--- src/rtl/serial_add_ctrl.sv ---
// Bit-serial adder controller: one full-adder cell, built from two half adders,
// is time-shared over WIDTH cycles (LSB first) between a valid/ready requester
// and a valid/ready consumer.

module half_adder (
    input  logic a_i,
    input  logic b_i,
    output logic s_o,
    output logic c_o
);
    assign s_o = a_i ^ b_i;
    assign c_o = a_i & b_i;
endmodule

module serial_add_ctrl #(
    parameter int WIDTH = 8
) (
    input  logic             clk_i,
    input  logic             rst_i,
    input  logic             valid_i,
    output logic             ready_o,
    input  logic [WIDTH-1:0] a_i,
    input  logic [WIDTH-1:0] b_i,
    output logic             valid_o,
    input  logic             ready_i,
    output logic [WIDTH-1:0] sum_o,
    output logic             carry_o,
    output logic             busy_o
);
    localparam int CNT_W = $clog2(WIDTH + 1);
    localparam logic [CNT_W-1:0] LAST_BIT = CNT_W'(WIDTH - 1);

    typedef enum logic [1:0] {
        S_IDLE,
        S_RUN,
        S_DONE
    } state_t;

    state_t           state_q, state_d;
    logic [WIDTH-1:0] a_sh_q, a_sh_d;
    logic [WIDTH-1:0] b_sh_q, b_sh_d;
    logic [WIDTH-1:0] sum_q, sum_d;
    logic             carry_q, carry_d;
    logic [CNT_W-1:0] cnt_q, cnt_d;

    // Shared full-adder cell: the first half adder combines the operand bits,
    // the second folds in the running carry; either half may produce the carry.
    logic ha0_s, ha0_c, ha1_s, ha1_c;
    logic cell_s, cell_c;

    half_adder u_ha0 (.a_i(a_sh_q[0]), .b_i(b_sh_q[0]), .s_o(ha0_s), .c_o(ha0_c));
    half_adder u_ha1 (.a_i(ha0_s),     .b_i(carry_q),   .s_o(ha1_s), .c_o(ha1_c));

    assign cell_s = ha1_s;
    assign cell_c = ha0_c | ha1_c;

    // State and datapath registers; reset aborts any operation in flight.
    always_ff @(posedge clk_i or posedge rst_i) begin
        if (rst_i) begin
            state_q <= S_IDLE;
            a_sh_q  <= '0;
            b_sh_q  <= '0;
            sum_q   <= '0;
            carry_q <= 1'b0;
            cnt_q   <= '0;
        end else begin
            state_q <= state_d;
            a_sh_q  <= a_sh_d;
            b_sh_q  <= b_sh_d;
            sum_q   <= sum_d;
            carry_q <= carry_d;
            cnt_q   <= cnt_d;
        end
    end

    // Next-state and datapath sequencing: accept in IDLE, one bit per RUN cycle,
    // hold the result in DONE until the consumer takes it.
    always_comb begin
        state_d = state_q;
        a_sh_d  = a_sh_q;
        b_sh_d  = b_sh_q;
        sum_d   = sum_q;
        carry_d = carry_q;
        cnt_d   = cnt_q;
        case (state_q)
            S_IDLE: begin
                if (valid_i) begin
                    a_sh_d  = a_i;
                    b_sh_d  = b_i;
                    sum_d   = '0;
                    carry_d = 1'b0;
                    cnt_d   = '0;
                    state_d = S_RUN;
                end
            end
            S_RUN: begin
                a_sh_d            = a_sh_q >> 1;
                b_sh_d            = b_sh_q >> 1;
                sum_d             = sum_q >> 1;
                sum_d[WIDTH-1]    = cell_s;
                carry_d           = cell_c;
                cnt_d             = cnt_q + CNT_W'(1);
                if (cnt_q == LAST_BIT) begin
                    state_d = S_DONE;
                end
            end
            S_DONE: begin
                if (ready_i) begin
                    state_d = S_IDLE;
                end
            end
            default: begin
                state_d = S_IDLE;
            end
        endcase
    end

    // Handshake outputs follow the registered state; ready is masked while reset is held.
    assign ready_o = (state_q == S_IDLE) && !rst_i;
    assign valid_o = (state_q == S_DONE);
    assign busy_o  = (state_q != S_IDLE);
    assign sum_o   = sum_q;
    assign carry_o = carry_q;
endmodule

--- config.mk ---
export PLATFORM = sky130hd
export DESIGN_NAME = serial_add_ctrl
export DESIGN_NICKNAME = d
export VERILOG_FILES = /design/src/rtl/serial_add_ctrl.sv
export SDC_FILE = /design/constraint.sdc
export NUM_CORES = 1
export LEC_CHECK = 0
export CORE_MARGIN = 8
export CORE_UTILIZATION = 31
export DETAILED_ROUTE_END_ITERATION = 12
export GPL_TIMING_DRIVEN = 0
export SYNTH_ARGS = -nofsm -noshare
export SYNTH_HDL_FRONTEND = slang
export SYNTH_SLANG_ARGS = --single-unit
--- constraint.sdc ---
create_clock -name clk_i -period 3.3 [get_ports clk_i]
set_input_delay 0.495 -clock clk_i [delete_from_list [all_inputs] [get_ports clk_i]]
set_output_delay 0.495 -clock clk_i [all_outputs]
set_load 0.02 [all_outputs]
; ---- After elaboration in Yosys (flattened, before gate mapping)
; Index checks and enable logic that the tools add are counted.
[op_classes]
addsub = 1
n_eq_ne = 6
n_mux = 14
n_bitwise = 5
n_reduce_logical = 7
[op_table]
columns = operator, count
row1 = $pmux 8 s2, 3
row2 = $mux 8, 3
row3 = $pmux 4 s2, 1
row4 = $mux 2, 3
row5 = $pmux 2 s3, 1
row6 = $add 4x1->4 const B, 1
row7 = $eq 4x3->1 const B, 1
row8 = $mux 4, 1
row9 = $ne 2x2->1 const B, 2
row10 = $reduce_bool 2->1, 2
row11 = $reduce_and 3->1, 1
row12 = $and 1x1->1, 2
row13 = $eq 2x1->1 const B, 1
row14 = $eq 2x2->1 const B, 1
row15 = $logic_not 2->1, 1
row16 = $ne 2x1->1 const B, 1
row17 = $pmux 1 s2, 1
row18 = $reduce_and 2->1, 1
row19 = $xor 1x1->1, 2
row20 = $logic_and 1x1->1, 1
row21 = $logic_not 1->1, 1
row22 = $mux 1, 1
row23 = $or 1x1->1, 1
[word_totals]
reg_bits = 31
inputBits = 20

; ---- Logic depth before layout (Yosys ltp)
[logic_depth]
ltp_word = 4
mapped_depth = 5

; ---- Modules after synthesis
; From an unflattened synthesis, not the netlist that was laid out.
[unflattened]
hier_cells = 140
area_unflattened_um2 = 1471.4
[by_module_without_submodules]
columns = mod, n_inst, cells_each, area_each_um2, seq_area_each_um2
row1 = serial_add_ctrl, 1, 138, 1446.4, 775.7
row2 = half_adder, 2, 1, 12.5, 0.0

; ---- Worst setup path after synthesis
; No wires, ideal clock.
[synth_path]
path_kind = register to output
from = reg state_q[0]
to = out ready_o
arrival_ps = 1186
t_required_ps = 2805
path_slack_ps = 1619
stages_incl_launch_ff = 4
cell_sequence = dfrtp_1 > buf_2 > or2_2 > nor2_1
[synth_between]
elab_chain_cells = 2
[synth_lines]
columns = element, line_no
row1 = from (decl), 39  ; state_t state_q, state_d;
row2 = from (signal assigned), 67  ; state_q <= state_d;
row3 = $logic_not 2->1, 119  ; assign ready_o = (state_q == S_IDLE) && !rst_i;
row4 = $logic_and 1x1->1, 119
row5 = to (decl), 21  ; output logic ready_o,
; Every way passes these cells.

; ---- Worst setup path in the final report
; Same ends and word-level chain as after synthesis.

==> results.json <==
{
  "globalRoute.totalOverflow": 0,
  "r2r-start": "state_q[1]",
  "yosysUniqueCellTypes": 26,
  "synth_compound_area_share_pct": 24.3,
  "cts_post_setup_buffers_inserted": 0,
  "timing_worst_setup_path_type": "flop to primary output",
  "ctsHoldBuffers": 0,
  "run_status": "finished clean",
  "xor_xnor_share_of_the_synthesized_area_pct": 0,
  "drtAntennaViolNets": 0,
  "netlist.top_cell.by_area": "sky130_fd_sc_hd__dfrtp_1",
  "largest_family_of_logic_cells_by_synthesized_area": "compound AO/OA/AOI/OAI gates",
  "yosys-top-cells-area": "sky130_fd_sc_hd__dfrtp_1, sky130_fd_sc_hd__a22o_1, sky130_fd_sc_hd__a21oi_1, sky130_fd_sc_hd__and3b_1, sky130_fd_sc_hd__a22oi_1",
  "cap_violations": 0,
  "synth_common_cells": "sky130_fd_sc_hd__dfrtp_1, sky130_fd_sc_hd__a21oi_1, sky130_fd_sc_hd__a22o_1",
  "port_buffers": 31,
  "setup-violations-final": 0,
  "finalWirelength_mm": 3.65,
  "fraction_of_the_mapped_netlist_area_in_simple_logic_gates_pct": 14.0,
  "timing_worst_slew_pin_value_ns": 0.673,
  "clock-sinks": 31,
  "fp.dieH_um": 85.5,
  "count_of_warnings_emitted_by_yosys": 0,
  "whs_endpoint": "b_sh_q[5]",
  "die_width_um": 85.5,
  "grt_setup_unrepaired": "false",
  "synth_fp_nets": 160,
  "ff2ff_path_depth": 4,
  "filler_cell_count": 446,
  "clock_buffer_depth": 2,
  "grt_max_degree": 32,
  "shortest_period_the_worst_path_allows_ns": 2.41,
  "1st_pass_router_iterations": 4,
  "worst-endpoint-arrival_ns": 1.91,
  "clk_pin_slew_worst_paths_ns": 0.07,
  "reg2reg_setup_slack_ns": 2.02,
  "core_region_area_um2": 4690,
  "synth_edf_count": 0,
  "adder_and_majority_cell_fraction_of_the_synthesized_area_pct": 2.17,
  "worst_path_max_delay_cell": "sky130_fd_sc_hd__clkdlybuf4s50_1",
  "timing.slew.headroom_pct": 54.8,
  "timing.clock.skew_ns": 0.00352,
  "grtUsageTotal_pct": 10.8,
  "layout_worst_path_cycle_share_pct": 73.0,
  "design_power_total_mw": 1.67,
  "antenna-diode-count": 0,
  "totalNegativeSetupSlack_ns": 0,
  "cts_tree": "done",
  "timing.rr.end": "cnt_q[2]",
  "place_hpwl_mm": 2.57,
  "antenna_found_initial": 0,
  "drc_errors": 0,
  "synthDominantCellAreaShare_pct": 51.8,
  "final_hold_viol_count": 0,
  "min-delay-start": "b_sh_q[5]",
  "cpPeakStageDelay_ns": 0.61,
  "routed-via-count": 1180,
  "critical_path_peak_fanout": 10,
  "globalplace.congestion": 0.777,
  "drt_first_iter_violations": 86,
  "timing.final.max_slew_violations": 0,
  "synth.avg_cell_area_um2": 10.9,
  "top_level_ports": 32,
  "dominant_synthesized_flop_cell": "sky130_fd_sc_hd__dfrtp_1",
  "worst_hold_path_type": "flop to flop",
  "cp-end-kind": "primary output",
  "effective_utilization_at_floorplan_pct": 31.9,
  "layout-area-overhead-vs-synth_pct": 34.1,
  "timing.critical_path.from_type": "flop",
  "cts.htree.levels": 2,
  "synth_seq_area_share_pct": 51.8,
  "num_rows": 25,
  "cp.required_ns": 2.80,
  "fraction_of_synthesized_area_in_multiplexers_pct": 1.50,
  "numCtsBuffers": 5,
  "postSynthRegisterBits": 31,
  "holdPathStages": 2,
  "root_buffer": "sky130_fd_sc_hd__clkbuf_8",
  "worst_case_vdd_ir_drop_uv": 360,
  "drt-wirelength-per-cell_um": 15.7,
  "cts.repair.resized": 0,
  "finish.net_count": 199,
  "post_synth_inst_count": 138,
  "grt_pass1_vias": 1225,
  "fmaxAchievable_ghz": 0.415,
  "worstPathCellList": "buf_2 > or2_2 > nor2_1 > clkdlybuf4s50_1",
  "clk_latency_ns": 0.29,
  "drive_above_1_share_pct": 15.7,
  "post_drt_via_cell_ratio": 5.09,
  "grt_pass1_wl_mm": 6.14,
  "power_per_cell_area_nw_per_um2": 832,
  "synth_async_sr_flop_share_pct": 100,
  "die_outline_area_um2": 7320,
  "cell_leakage_power_nw": 0.910,
  "synthMostInstantiatedCell": "sky130_fd_sc_hd__dfrtp_1",
  "post_synth_instance_area_um2": 1500
}
report_power, final:
| group | leakage [nW] | internal [mW] | switching (mW) |
|---|---|---|---|
| Clock | 0.0612 | 0.244 | 0.150 |
| Sequential | 0.404 | 0.520 | 0.106 |
| Combinational | 0.445 | 0.336 | 0.315 |
worst max-delay path, delay by kind of cell, from the launching register on:
kind                   cells  cell delay [ns]
buffers and inverters      2             0.81
and+or+nand+nor            2             0.44
DFF                        1             0.38
through the flow:
stage	std cells	setup WS [ns]	hold WS (ns)	utilization [%]	area (µm²)
2_1_floorplan	138	1.62	0.450	-	1500
3_3_place_gp	223	1.17	0.462	40.0	1880
3_5_place_dp	223	1.16	0.470	40.0	1880
4_1_cts	231	0.892	0.486	42.5	1990
5_1_grt	232	0.808	0.515	42.8	2010
6_report	232	0.892	0.484	42.8	2010
registers in the layout, indices dropped and copies added, names as in the netlist:
register / flops
a_sh_q: 8
b_sh_q: 8
sum_o: 8
cnt_q: 4
state_q: 2
carry_o: 1
final cells by class:
cell class | count | area [µm²] | area share [%]
buffer | 11 | 82.6 | 4.11
clock buffer | 6 | 82.6 | 4.11
clock inverter | 2 | 35.0 | 1.74
inverter | 3 | 11.3 | 0.560
multi-input combinational | 93 | 629 | 31.3
sequential | 31 | 776 | 38.6
tap | 54 | 67.6 | 3.36
timing repair buffer | 32 | 325 | 16.2
layout by cell type (no fill, tap or decap):
master                             n
sky130_fd_sc_hd__o21bai_4          1
sky130_fd_sc_hd__bufinv_16         1
sky130_fd_sc_hd__buf_8             1
sky130_fd_sc_hd__o21ai_2           4
sky130_fd_sc_hd__o21ai_0           6
sky130_fd_sc_hd__buf_4             4
sky130_fd_sc_hd__mux2_2            2
sky130_fd_sc_hd__a211oi_1          1
sky130_fd_sc_hd__a22o_1           12
sky130_fd_sc_hd__nand4_1           1
sky130_fd_sc_hd__nor2b_1           5
sky130_fd_sc_hd__and3b_1           7
sky130_fd_sc_hd__nand3_1           1
sky130_fd_sc_hd__clkbuf_8          6
sky130_fd_sc_hd__clkinv_1          1
sky130_fd_sc_hd__buf_6             3
sky130_fd_sc_hd__clkinv_2          1
sky130_fd_sc_hd__and2b_4           1
sky130_fd_sc_hd__clkdlybuf4s50_1  31
sky130_fd_sc_hd__inv_1             2
sky130_fd_sc_hd__a21oi_1          17
sky130_fd_sc_hd__a22oi_1           7
sky130_fd_sc_hd__or2_2             1
sky130_fd_sc_hd__buf_2             3
sky130_fd_sc_hd__o21ai_1           6
sky130_fd_sc_hd__and2b_1           5
sky130_fd_sc_hd__dfrtp_1          31
sky130_fd_sc_hd__nor2_1            3
sky130_fd_sc_hd__clkbuf_1          1
sky130_fd_sc_hd__fa_1              1
sky130_fd_sc_hd__ha_1              1
sky130_fd_sc_hd__nand2_1          11
per-layer routing:
metal  GRT usage [%]  vias to the layer above  wire length (µm)
met5               0                        -                 0
met4            4.94                        0                72
met3            4.11                        7               202
met2            16.6                       31              1720
met1            13.0                      570              1650
li1                -                      572                 -
how the worst max path moves through the flow:
| stage | from | endpoint | depth (start not counted) |
|---|---|---|---|
| after floorplan | state_q[0] | ready_o | 3 |
| after global placement | rst_i | ready_o | 3 |
| after detailed placement | rst_i | ready_o | 3 |
| after CTS | state_q[0] | ready_o | 4 |
| after global routing | state_q[0] | ready_o | 4 |
| final | state_q[0] | ready_o | 4 |
logic make-up (layout without fill, tap and decap cells):
logic type,Yosys count,after routing
mux,2,2
simple gates,35,35
buf+inv,14,54
compound gates,54,54
fa+ha+maj,2,2
flops,31,31
Power figures use the tool's default switching activity.
